==> config.mk <==
export PLATFORM = sky130hd
export DESIGN_NAME = bus_arb
export DESIGN_NICKNAME = d
export VERILOG_FILES = /design/src/rtl/bus_arb.sv
export SDC_FILE = /design/constraint.sdc
export NUM_CORES = 1
export LEC_CHECK = 0
export BUFFER_PORTS_ARGS = -buffer_cell sky130_fd_sc_hd__buf_2
export CAP_MARGIN = 20
export CORE_AREA = 2 2 59 103
export DETAILED_ROUTE_END_ITERATION = 8
export DIE_AREA = 0 0 61 105
export PLACE_DENSITY = 0.74
export RECOVER_POWER = 50
export REMOVE_ABC_BUFFERS = 1
export SLEW_MARGIN = 20
export SYNTH_ARGS = -nofsm -noshare
export SYNTH_HDL_FRONTEND = slang
export SYNTH_SLANG_ARGS = --single-unit
==> constraint.sdc <==
create_clock -name clk_i -period 3.62 [get_ports clk_i]
set_clock_uncertainty 0.15 [all_clocks]
set_input_delay 0.543 -clock clk_i [delete_from_list [all_inputs] [get_ports clk_i]]
set_output_delay 0.543 -clock clk_i [all_outputs]
set_load 0.02 [all_outputs]
==> src/rtl/bus_arb.sv <==
// Round-robin arbiter that grants one of NCH channels access to a single downstream bus.
// Optional BUSY watchdog is compiled in with BUS_ARB_TIMEOUT_EN.
module bus_arb #(
    parameter int unsigned NCH = 2,
    parameter int unsigned AW  = 16,
    parameter int unsigned DW  = 8,
    parameter int unsigned TMO = 255
) (
    input  logic              clk_i,
    input  logic              rst_ni,
    input  logic [NCH-1:0]    m_req_i,
    input  logic [NCH-1:0]    m_write_i,
    input  logic [NCH*AW-1:0] m_addr_i,
    input  logic [NCH*DW-1:0] m_wdata_i,
    output logic [DW-1:0]     m_rdata_o,
    output logic [NCH-1:0]    m_rdy_o,
    output logic              bus_req_o,
    output logic              bus_write_o,
    output logic [AW-1:0]     bus_addr_o,
    output logic [DW-1:0]     bus_wdata_o,
    input  logic [DW-1:0]     bus_rdata_i,
    input  logic              bus_rdy_i,
    output logic              err_o
);

    localparam int unsigned IW = $clog2(NCH);

    typedef enum logic [1:0] {StIdle, StBusy, StDone} state_e;

    state_e          state_q, state_d;
    logic [IW-1:0]   gnt_q, gnt_d;
    logic [IW-1:0]   last_q, last_d;
    logic            bus_write_q, bus_write_d;
    logic [AW-1:0]   bus_addr_q, bus_addr_d;
    logic [DW-1:0]   bus_wdata_q, bus_wdata_d;
    logic [DW-1:0]   m_rdata_q, m_rdata_d;
    logic [IW-1:0]   sel;

    // First requester found walking circularly from the channel after the last grant.
    always_comb begin
        int unsigned idx;
        logic [IW-1:0] cand;
        logic found;
        sel   = '0;
        found = 1'b0;
        idx   = 0;
        cand  = '0;
        for (int unsigned k = 0; k < NCH; k++) begin
            idx  = (32'(last_q) + 1 + k) % NCH;
            cand = IW'(idx);
            if (!found && m_req_i[cand]) begin
                found = 1'b1;
                sel   = cand;
            end
        end
    end

`ifdef BUS_ARB_TIMEOUT_EN
    localparam int unsigned CW = $clog2(TMO + 1);

    logic [CW-1:0] cnt_q, cnt_d;
    logic          err_q, err_d;
`else
    logic unused_tmo;
    assign unused_tmo = ^TMO;
`endif

    always_comb begin
        state_d     = state_q;
        gnt_d       = gnt_q;
        last_d      = last_q;
        bus_write_d = bus_write_q;
        bus_addr_d  = bus_addr_q;
        bus_wdata_d = bus_wdata_q;
        m_rdata_d   = m_rdata_q;
`ifdef BUS_ARB_TIMEOUT_EN
        cnt_d       = cnt_q;
        err_d       = err_q;
`endif
        unique case (state_q)
            StIdle: begin
                if (|m_req_i) begin
                    gnt_d       = sel;
                    bus_write_d = m_write_i[sel];
                    bus_addr_d  = m_addr_i[32'(sel)*AW +: AW];
                    bus_wdata_d = m_wdata_i[32'(sel)*DW +: DW];
                    state_d     = StBusy;
`ifdef BUS_ARB_TIMEOUT_EN
                    cnt_d       = '0;
`endif
                end
            end
            StBusy: begin
                if (bus_rdy_i) begin
                    m_rdata_d = bus_rdata_i;
                    last_d    = gnt_q;
                    state_d   = StDone;
`ifdef BUS_ARB_TIMEOUT_EN
                end else if (cnt_q == CW'(TMO - 1)) begin
                    // Watchdog expiry completes the transaction with an error marker.
                    m_rdata_d = '1;
                    err_d     = 1'b1;
                    last_d    = gnt_q;
                    state_d   = StDone;
                end else begin
                    cnt_d = cnt_q + 1'b1;
`endif
                end
            end
            StDone: state_d = StIdle;
            default: state_d = StIdle;
        endcase
    end

    always_ff @(posedge clk_i or negedge rst_ni) begin
        if (!rst_ni) begin
            state_q     <= StIdle;
            gnt_q       <= '0;
            last_q      <= IW'(NCH - 1);
            bus_write_q <= 1'b0;
            bus_addr_q  <= '0;
            bus_wdata_q <= '0;
            m_rdata_q   <= '0;
        end else begin
            state_q     <= state_d;
            gnt_q       <= gnt_d;
            last_q      <= last_d;
            bus_write_q <= bus_write_d;
            bus_addr_q  <= bus_addr_d;
            bus_wdata_q <= bus_wdata_d;
            m_rdata_q   <= m_rdata_d;
        end
    end

`ifdef BUS_ARB_TIMEOUT_EN
    always_ff @(posedge clk_i or negedge rst_ni) begin
        if (!rst_ni) begin
            cnt_q <= '0;
            err_q <= 1'b0;
        end else begin
            cnt_q <= cnt_d;
            err_q <= err_d;
        end
    end

    assign err_o = err_q;
`else
    assign err_o = 1'b0;
`endif

    always_comb begin
        m_rdy_o = '0;
        if (state_q == StDone) begin
            m_rdy_o[gnt_q] = 1'b1;
        end
    end

    assign bus_req_o   = (state_q == StBusy);
    assign bus_write_o = bus_write_q;
    assign bus_addr_o  = bus_addr_q;
    assign bus_wdata_o = bus_wdata_q;
    assign m_rdata_o   = m_rdata_q;

endmodule

* Word level (Yosys, flattened, before mapping)
Cells that the tools add are included.
** Operators by class
- Reduce and logical (&&, ||, !) cells :: 8
- Equality and inequality tests :: 4
- Shift-type cells :: 2
- Magnitude comparators :: 5
- Muxes and demuxes :: 15
- Add/subtract/negate cells :: 2
** Operator list (count)
- $shiftx 32x6->16 :: 1
- $shiftx 16x5->8 :: 1
- $mux 1 :: 10
- $lt 1x2->1 const B :: 4
- $mux 2 :: 3
- $reduce_and 2->1 :: 3
- $pmux 2 s2 :: 1
- $add 1x1->1 const B :: 2
- $eq 2x1->1 const B :: 1
- $eq 2x2->1 const B :: 1
- $logic_and 1x1->1 :: 2
- $logic_not 2->1 :: 1
- $ne 2x1->1 const B :: 1
- $ne 2x2->1 const B :: 1
- $reduce_or 2->1 :: 1
- $demux 1 s1 :: 1
- $ge 1x1->1 const B :: 1
- $logic_not 1->1 :: 1
** Word-level totals
- Word-level logic and storage cells :: 43
- Bits of input ports :: 63
- Output and inout port bits :: 37
- Register bits after elaboration :: 37

* Depth between registers and ports, before layout
Gate-level depths: netlist (run 1).
- Depth after elaboration :: 9
- Gate-level depth with buffers :: 5
- Depth with buffers taken out :: 3

* Least setup slack after synthesis (run 1)
OpenSTA, ideal clock, no wires.
- Path type :: input to register
- Start :: input port m_req_i[1]
- End :: register bus_addr_q[9] (netlist: bus_addr_o[9])
- Stages :: 5
- Arrival time :: 1537 ps
- Library setup time :: 125 ps
- Setup slack :: 1808 ps
- Data required time :: 3345 ps
- Buffers on the path :: 2
- Cells stage by stage :: a21bo_1 buf_6 buf_12 mux2_4 mux2_4
** Between the ends
- Longest elaborated chain between the ends :: 7
- Elaborated cells between the ends (all ways) :: 12
- Those cells by class :: shift (1); mux (7); reduce/logical (4)
** RTL lines
- from (decl) :: RTL line 11 : input logic [NCH-1:0] m_req_i,
- $mux 1 (not written as such) (2 in series) :: RTL line 51 : if (!found && m_req_i[cand]) begin
- $mux 1 :: RTL line 51
- $logic_not 1->1 :: RTL line 51
- $logic_and 1x1->1 :: RTL line 51
- $mux 1 :: RTL line 51
- $shiftx 32x6->16 :: RTL line 85 : bus_addr_d = m_addr_i[32'(sel)*AW +: AW];
- to (signal assigned) :: RTL line 129 : bus_addr_q <= bus_addr_d;
- to (decl) :: RTL line 34 : logic [AW-1:0] bus_addr_q, bus_addr_d;
Several ways; a longest one is shown, not always the timed one. The select of a mux whose other input is x is not followed.
A chain may end at the register's enable or synchronous reset.

==> tab_implementation.tex, run 1 <==
\begin{tabular}{lr}
\hline
Metric & Value \\
\hline
\multicolumn{2}{l}{\textbf{Outcome}} \\
\quad Run status & finished with violations \\
\quad Failing checks & max-capacitance violations, max-slew violations \\
\multicolumn{2}{l}{\textbf{Clocking}} \\
\quad Clock insertion delay at the later pin of the skew report & 280 ps \\
\quad Post-CTS Setup Bufs & 0 \\
\quad Number of buffers created by CTS & 5 \\
\quad Root cell of the clock tree & sky130\_fd\_sc\_hd\_\_clkbuf\_8 \\
\quad Hold\_buf cts & 0 \\
\quad CTS tree & done \\
\quad Clock input transition at the sequential cells of the worst setup and hold paths & 70 ps \\
\quad Sinks on Clock Net & 37 \\
\quad Quantity of gates resized following cts & 0 \\
\quad Max Root-Sink Buffers & 2 \\
\quad Number of H-tree levels & 2 \\
\multicolumn{2}{l}{\textbf{STA}} \\
\quad Period Utilization, post-route & 0.5949 \\
\quad Unrepaired setup endpoints after global routing & false \\
\quad Hold violation total from the final report & 0 \\
\quad Pins Over Slew Limit & 38 \\
\quad Min cycle time layout & 2154 ps \\
\quad Slew HR & -0.3529 \\
\quad Setup violation total in the final timing report & 0 \\
\quad Total negative setup slack & 0 ps \\
\quad Worst slew pin tran & 2029 ps \\
\quad Top achievable clock speed & 0.4644 GHz \\
\quad Final setup margin & 1466 ps \\
\multicolumn{2}{l}{\textbf{Cells and area}} \\
\quad Filler Cells Inserted & 537 \\
\quad Ratio of cells with drive above 1 in the final layout & 0.7235 \\
\quad Count of nets after finishing & 279 \\
\quad Layout Cell Area excl Fill & 2521 sq um \\
\quad Area of the multi-input gates & 884.6 sq um \\
\quad Final core utilization & 0.4551 \\
\quad Sequential cell area & 927.1 sq um \\
\quad Antenna diodes & 0 \\
\quad Synthesis-to-layout area growth & 32.74\% \\
\multicolumn{2}{l}{\textbf{Hold path}} \\
\quad Hold depth & 2 \\
\quad Start point of the worst hold path & bus\_rdata\_i[7] \\
\quad Kind of path behind the tightest hold check & input port to flip-flop \\
\quad Worst Hold Path EP & m\_rdata\_o[7]\$\_DFFE\_PN0P\_ \\
\multicolumn{2}{l}{\textbf{Critical path}} \\
\quad Path depth of the worst reg2reg path & 4 \\
\quad Critical path capture point type & asynchronous set/reset pin \\
\quad Cells along the critical path & clkbuf\_1 \\
\quad Maximum cell stage delay along the critical path & 1420 ps \\
\quad Critical path startpoint category & input port \\
\quad Flop-to-flop setup slack & 1690 ps \\
\quad Buffer and inverter count on the worst path & 1 \\
\quad Critical R2R Launch & last\_q\$\_DFFE\_PN1P\_ \\
\quad Largest delay share family, worst path & buffers and inverters \\
\quad Required arrival time at the worst endpoint & 3460 ps \\
\quad Worst EP arrival & 1990 ps \\
\quad Crit Path Class & input port to asynchronous set/reset pin \\
\quad Destination of the worst register-to-register timing path & bus\_addr\_o[4]\$\_DFFE\_PN0P\_ \\
\quad Slowest CP cell & sky130\_fd\_sc\_hd\_\_clkbuf\_1 \\
\quad Highest net fanout along the worst path & 37 \\
\multicolumn{2}{l}{\textbf{Placement}} \\
\quad Total placed instance area & 2426 sq um \\
\quad Post-Place Setup Slack & 1472 ps \\
\quad Final weighted congestion in routability-driven placement & 0.6967 \\
\quad Total half-perimeter wirelength after legalization and detailed placement & 2.943 mm \\
\quad Count of input and output buffers & 98 \\
\multicolumn{2}{l}{\textbf{Global routing}} \\
\quad Number of global-route vias before repair & 1452 \\
\quad Total congestion overflow after global routing & 0 \\
\quad Largest net degree at the start of global routing & 38 \\
\quad Number of antenna violations at the first check in global routing & 0 \\
\quad Global-route wire length before repair & 6.458 mm \\
\quad All-Layer GR Usage & 0.1322 \\
\multicolumn{2}{l}{\textbf{Drt}} \\
\quad Length of the first detailed-routing pass in iterations & 2 \\
\quad Iter 0 DRT Violations & 9 \\
\quad DRC & 0 \\
\quad Via count & 1271 \\
\quad Antenna-violating nets left & 0 \\
\quad Total wire length after detailed routing & 4.026 mm \\
\quad Number of vias per cell after detailed routing & 4.338 \\
\quad Per-cell routed wire length & 13.74 microns \\
\multicolumn{2}{l}{\textbf{Run}} \\
\quad Max-cap check violation count & 1 \\
\multicolumn{2}{l}{\textbf{Synth}} \\
\quad Mapped Cells & 115 \\
\quad Commonest register cell after synthesis & sky130\_fd\_sc\_hd\_\_dfrtp\_1 \\
\quad Count of cell types in the netlist & 17 \\
\quad Mean Syn Cell Area & 16.52 sq um \\
\quad Count of warnings emitted by yosys & 0 \\
\quad Top post-synthesis cells by area & sky130\_fd\_sc\_hd\_\_dfrtp\_1, sky130\_fd\_sc\_hd\_\_mux2\_4, sky130\_fd\_sc\_hd\_\_mux2\_2, sky130\_fd\_sc\_hd\_\_buf\_12, sky130\_fd\_sc\_hd\_\_dfstp\_2 \\
\quad Netlist area before placement & 1899 sq um \\
\quad Number of enable flip-flop cells after synthesis & 0 \\
\quad Share of Yosys cell area claimed by the top area cell type & 0.4743 \\
\quad Register area share after synthesis & 0.4881 \\
\quad Share of flip-flops with an asynchronous set or reset after synthesis & 1.000 \\
\quad Number of synthesized register bits & 37 \\
\quad Library cell with the largest summed area after synthesis & sky130\_fd\_sc\_hd\_\_dfrtp\_1 \\
\multicolumn{2}{l}{\textbf{Die}} \\
\quad Die area & 6405 sq um \\
\quad Initial standard-cell utilization of the core & 0.3428 \\
\quad Area of the core & 5540 sq um \\
\quad Vertical die dimension & 105 microns \\
\quad Die X-Extent & 61 microns \\
\quad Row count & 36 \\
\quad Ports placed on the boundary & 100 \\
\multicolumn{2}{l}{\textbf{Pwr}} \\
\quad P\_leak & 1.306 nW \\
\quad IR drop worst, VDD & 368.2 uV \\
\quad Power density over the cells & 856.8 nW/um\^{}2 \\
\hline
\end{tabular}
==> layer usage <==
layer | GRT usage | part of all wire | vias to the layer above
met5 | 0 | 0 | -
met4 | 0.02950 | 0.0087 | 0
met3 | 0.03465 | 0.064 | 5
met2 | 0.2404 | 0.53 | 64
met1 | 0.1463 | 0.39 | 598
li1 | - | - | 604
==> worst register-to-register path, cell delays in order, from the launching register on <==
cell and delay (ps):
sky130_fd_sc_hd__dfstp_2 530, sky130_fd_sc_hd__a21bo_1 100, sky130_fd_sc_hd__buf_4 380, sky130_fd_sc_hd__mux2_2 410
sky130_fd_sc_hd__mux2_2 260
==> how the worst max path moves through the flow <==
| stage | startpoint | endpoint | slack (ps) | depth (start not counted) |
|---|---|---|---|---|
| floorplan | m_req_i[1] | bus_addr_o[3]$_DFFE_PN0P_ | 1300 | 3 |
| global placement | m_req_i[1] | bus_addr_o[4]$_DFFE_PN0P_ | 1500 | 5 |
| detailed placement | m_req_i[1] | bus_addr_o[4]$_DFFE_PN0P_ | 1470 | 5 |
| CTS | last_q$_DFFE_PN1P_ | bus_addr_o[4]$_DFFE_PN0P_ | 1660 | 4 |
| global route | rst_ni | bus_addr_o[13]$_DFFE_PN0P_ | 1050 | 1 |
| finish | rst_ni | bus_wdata_o[2]$_DFFE_PN0P_ | 1470 | 1 |
==> cell usage after synthesis, drive strengths merged, types with 2 or more instances <==
master	instances
nor3b	2
inv	3
dfrtp	36
buf	6
mux2	59
==> stage by stage <==
step / cells / power (W) / hold WS, ps
floorplan: 109 / 0.001506 / 97.41
global placement: 285 / 0.001820 / 336.1
detailed placement: 285 / 0.001841 / 338.1
CTS: 293 / 0.002212 / 235.6
global route: 293 / 0.002291 / 324.7
finish: 293 / 0.002160 / 338.4
==> state kept, by name, indices dropped and copies added (netlist names) <==
signal       flops
gnt_q            1
bus_addr_o      16
last_q           1
m_rdata_o        8
state_q          2
bus_wdata_o      8
bus_write_o      1
==> layout by cell type (no fill, tap or decap) <==
master and n:
sky130_fd_sc_hd__nor2_1 1, sky130_fd_sc_hd__nor3_4 1, sky130_fd_sc_hd__buf_2 87, sky130_fd_sc_hd__buf_4 2
sky130_fd_sc_hd__mux2_4 38, sky130_fd_sc_hd__mux2i_1 1, sky130_fd_sc_hd__dfrtp_1 36, sky130_fd_sc_hd__and2b_1 1
sky130_fd_sc_hd__conb_1 1, sky130_fd_sc_hd__bufinv_16 1, sky130_fd_sc_hd__clkinv_4 1, sky130_fd_sc_hd__clkbuf_1 12
sky130_fd_sc_hd__dfstp_2 1, sky130_fd_sc_hd__nand2_1 1, sky130_fd_sc_hd__a21o_1 1, sky130_fd_sc_hd__nor3b_1 2
sky130_fd_sc_hd__clkbuf_8 5, sky130_fd_sc_hd__mux2_2 21, sky130_fd_sc_hd__a21bo_1 1, sky130_fd_sc_hd__inv_1 3
==> area by class of cell <==
cell class,count,area share
Clock buffer,6,0.02878
Multi-Input combinational cell,69,0.3509
Clock inverter,2,0.01538
Tap cell,76,0.03772
Inverter,3,0.004466
Sequential cell,37,0.3677
Timing Repair Buffer,100,0.1950
==> where the power goes <==
part	internal (W)	total (W)	leakage, nW	switching [W]
clock	0.000207	0.000353	0.0554	0.000146
combinational	0.000521	0.00107	0.818	0.000544
sequential	0.000629	0.000742	0.433	0.000113
==> cells by family after synthesis <==
kind of cell    Yosys count  share of synthesized area
flops                    37                     0.4881
mux                      60                     0.4302
other cells               1                   0.001974
simple gates              6                    0.02569
buf+inv                   9                    0.04479
compound gates            2                   0.009224
(Power assumes the default switching activity.)
==> run 2: changes to the inputs <==
- clock period: 3.62 -> 2.06 ns (I/O delays scaled with it)
==> run 2 against run 1 <==
The run now ends clean. Design area rose by 0.89%. Combinational power rose by 77%. Setup slack got worse by 1200 ps. Non-clock buffer count rose by 2. Critical endpoint is now bus_addr_o[4]$_DFFE_PN0P_. Largest cell class unchanged. Largest power group unchanged.
==> tab_implementation.tex, run 2 (synthesized netlist as in run 1, its figures left out) <==
\begin{tabular}{lr}
\hline
Metric & Value \\
\hline
\multicolumn{2}{l}{\textbf{Outcome}} \\
\quad Run status & complete, no violations \\
\multicolumn{2}{l}{\textbf{Drt}} \\
\quad Length of the first detailed-routing pass in iterations & 4 (+2) \\
\quad DRC & 0 (unchanged) \\
\quad Iter 0 DRT Violations & 13 (+4) \\
\quad Total wire length after detailed routing & 4.060 mm (+0.84\%) \\
\quad Antenna-violating nets left & 0 (unchanged) \\
\quad Per-cell routed wire length & 13.76 microns (+0.16\%) \\
\quad Number of vias per cell after detailed routing & 4.424 (+2.0\%) \\
\quad Via count & 1305 (+2.7\%) \\
\multicolumn{2}{l}{\textbf{Clocking}} \\
\quad Number of H-tree levels & 2 (unchanged) \\
\quad CTS tree & done \\
\quad Sinks on Clock Net & 37 (unchanged) \\
\quad Max Root-Sink Buffers & 2 (unchanged) \\
\quad Clock insertion delay at the later pin of the skew report & 280 ps (about the same) \\
\quad Post-CTS Setup Bufs & 0 (unchanged) \\
\quad Root cell of the clock tree & sky130\_fd\_sc\_hd\_\_clkbuf\_8 \\
\quad Clock input transition at the sequential cells of the worst setup and hold paths & 70 ps (about the same) \\
\quad Number of buffers created by CTS & 5 (unchanged) \\
\multicolumn{2}{l}{\textbf{Placement}} \\
\quad Post-Place Setup Slack & 291.3 ps (-1180 ps) \\
\quad Count of input and output buffers & 98 (unchanged) \\
\quad Number of cells after detailed placement & 286 (+0.35\%) \\
\quad Final weighted congestion in routability-driven placement & 0.6944 (-0.33\%) \\
\quad Total half-perimeter wirelength after legalization and detailed placement & 3.061 mm (+4.0\%) \\
\multicolumn{2}{l}{\textbf{Global routing}} \\
\quad Total congestion overflow after global routing & 0 (unchanged) \\
\quad Global-route wire length before repair & 6.486 mm (+0.43\%) \\
\quad Number of antenna violations at the first check in global routing & 0 (unchanged) \\
\quad All-Layer GR Usage & 0.1339 (+0.001727) \\
\quad Largest net degree at the start of global routing & 27 (-29\%) \\
\quad Number of global-route vias before repair & 1414 (-2.6\%) \\
\multicolumn{2}{l}{\textbf{Cells and area}} \\
\quad Max FFs per register & 16 (unchanged) \\
\quad Antenna diodes & 0 (unchanged) \\
\quad Final non-filler cell total & 295 (+0.68\%) \\
\quad Ratio of cells with drive above 1 in the final layout & 0.6986 (-0.02487) \\
\quad Synthesis-to-layout area growth & 33.93\% \\
\quad Count of nets after finishing & 281 (+0.72\%) \\
\quad Most common library cell in the layout ignoring fill and taps & sky130\_fd\_sc\_hd\_\_buf\_2 \\
\quad Leading cell types in the layout, fill and taps excluded & sky130\_fd\_sc\_hd\_\_buf\_2, sky130\_fd\_sc\_hd\_\_mux2\_4, sky130\_fd\_sc\_hd\_\_dfrtp\_1 \\
\multicolumn{2}{l}{\textbf{STA}} \\
\quad Worst slew pin tran & 1121 ps (-908.3 ps) \\
\quad Hold violation total from the final report & 0 (unchanged) \\
\quad Setup violation total in the final timing report & 0 (unchanged) \\
\quad Unrepaired setup endpoints after global routing & false \\
\quad Period Utilization, post-route & 0.8604 \\
\quad Total negative setup slack & 0 ps (unchanged) \\
\quad Min cycle time layout & 1772 ps \\
\quad Final setup margin & 287.6 ps (-1179 ps) \\
\quad Top achievable clock speed & 0.5642 GHz \\
\quad Pins Over Slew Limit & 0 (-100\%) \\
\quad Hold Slack & 103.3 ps (-235.2 ps) \\
\quad Slew HR & 0.2527 (+0.6056) \\
\multicolumn{2}{l}{\textbf{Critical path}} \\
\quad Worst EP arrival & 1790 ps (-200 ps) \\
\quad Critical path capture point type & flip-flop \\
\quad Critical path startpoint category & flip-flop \\
\quad Highest net fanout along the worst path & 26 (-30\%) \\
\quad Crit Path Class & flip-flop to flip-flop \\
\quad Required arrival time at the worst endpoint & 2080 ps (-1380 ps) \\
\multicolumn{2}{l}{\textbf{Die}} \\
\quad Row count & 36 (unchanged) \\
\quad Initial standard-cell utilization of the core & 0.3428 (unchanged) \\
\quad Die area & 6405 sq um (unchanged) \\
\quad Ports placed on the boundary & 100 (unchanged) \\
\quad Die X-Extent & 61 microns (unchanged) \\
\quad Vertical die dimension & 105 microns (unchanged) \\
\quad Area of the core & 5540 sq um (unchanged) \\
\multicolumn{2}{l}{\textbf{Run}} \\
\quad Max-cap check violation count & 0 (-1) \\
\multicolumn{2}{l}{\textbf{Pwr}} \\
\quad IR drop worst, VDD & 553.6 uV (+50\%) \\
\quad Power density over the cells & 1450 nW/um\^{}2 (+69\%) \\
\quad P\_leak & 1.301 nW (-0.44\%) \\
\multicolumn{2}{l}{\textbf{Hold path}} \\
\quad Kind of path behind the tightest hold check & input port to flip-flop \\
\hline
\end{tabular}
-- run 2: changes by cell type in the layout (fill, tap and decap cells not counted), sizes merged --
cell / before / now
buf: 89 / 84
bufinv: 1 / 0
clkbuf: 17 / 22
clkinv: 1 / 2
clkinvlp: 0 / 1
dlygate4sd3: 0 / 1
-- run 2: cell type report --
class / count / area [sq um]
multi-input cells: 69 / 884.6
well taps: 76 / 95.09
fillers: 528 / 2997
repair buffers: 102 / 539.3
flip-flops and latches: 37 / 927.1
clock buffers: 5 / 68.82
inverters: 3 / 11.26
clock inverters: 3 / 17.52
-- run 2: final timing paths --
check | startpoint | endpoint | slack (ps) | cells after the start
min in group asynchronous | rst_ni | bus_addr_o[0]$_DFFE_PN0P_ | 620 | 2
max in group asynchronous | rst_ni | gnt_q$_DFFE_PN0P_ | 470 | 2
worst max-delay path | last_q$_DFFE_PN1P_ | bus_addr_o[4]$_DFFE_PN0P_ | 290 | 4
worst min register to register | bus_addr_o[5]$_DFFE_PN0P_ | bus_addr_o[5]$_DFFE_PN0P_ | 360 | 1
worst min-delay path | bus_rdata_i[4] | m_rdata_o[4]$_DFFE_PN0P_ | 100 | 2
worst max register to register | last_q$_DFFE_PN1P_ | bus_addr_o[4]$_DFFE_PN0P_ | 290 | 4
-- run 2: routing by layer --
| layer | part of all wire | up-vias | global-route usage |
|---|---|---|---|
| met5 | 0 | - | 0 |
| met4 | 0 | 0 | 0.03727 |
| met3 | 0.065 | 0 | 0.04208 |
| met2 | 0.54 | 62 | 0.2396 |
| met1 | 0.39 | 634 | 0.1441 |
| li1 | - | 609 | - |
-- run 2: worst max-delay path, cell delays in order, from the launching register on --
cell                      delay (ps)
sky130_fd_sc_hd__dfstp_2         530
sky130_fd_sc_hd__a21bo_1         140
sky130_fd_sc_hd__buf_12          220
sky130_fd_sc_hd__mux2_2          350
sky130_fd_sc_hd__mux2_2          260
-- run 2: what timing repair did --
| item | CTS | global route |
|---|---|---|
| endpoints found under the setup margin | 0 | 0 |
| endpoints found under the hold margin | 17 | 0 |
| hold buffers | 1 | 0 |
| gates resized for setup | 0 | 0 |
-- run 2: per-stage QoR --
step	cell area, sq um	utilization	total power, W
CTS	2567	0.4634	0.003799
detailed placement	2471	0.4460	0.003276
global route	2544	0.4591	0.003928
global placement	2471	0.4460	0.003237
finish	2544	0.4591	0.003689
floorplan	1826	-	0.002647
-- run 2: power by group --
group | total, W | internal [W] | leakage [nW] | switching (W)
logic | 0.00189 | 0.000932 | 0.823 | 0.000959
clock network | 0.000491 | 0.000233 | 0.0439 | 0.000258
registers | 0.00131 | 0.00111 | 0.433 | 0.000200
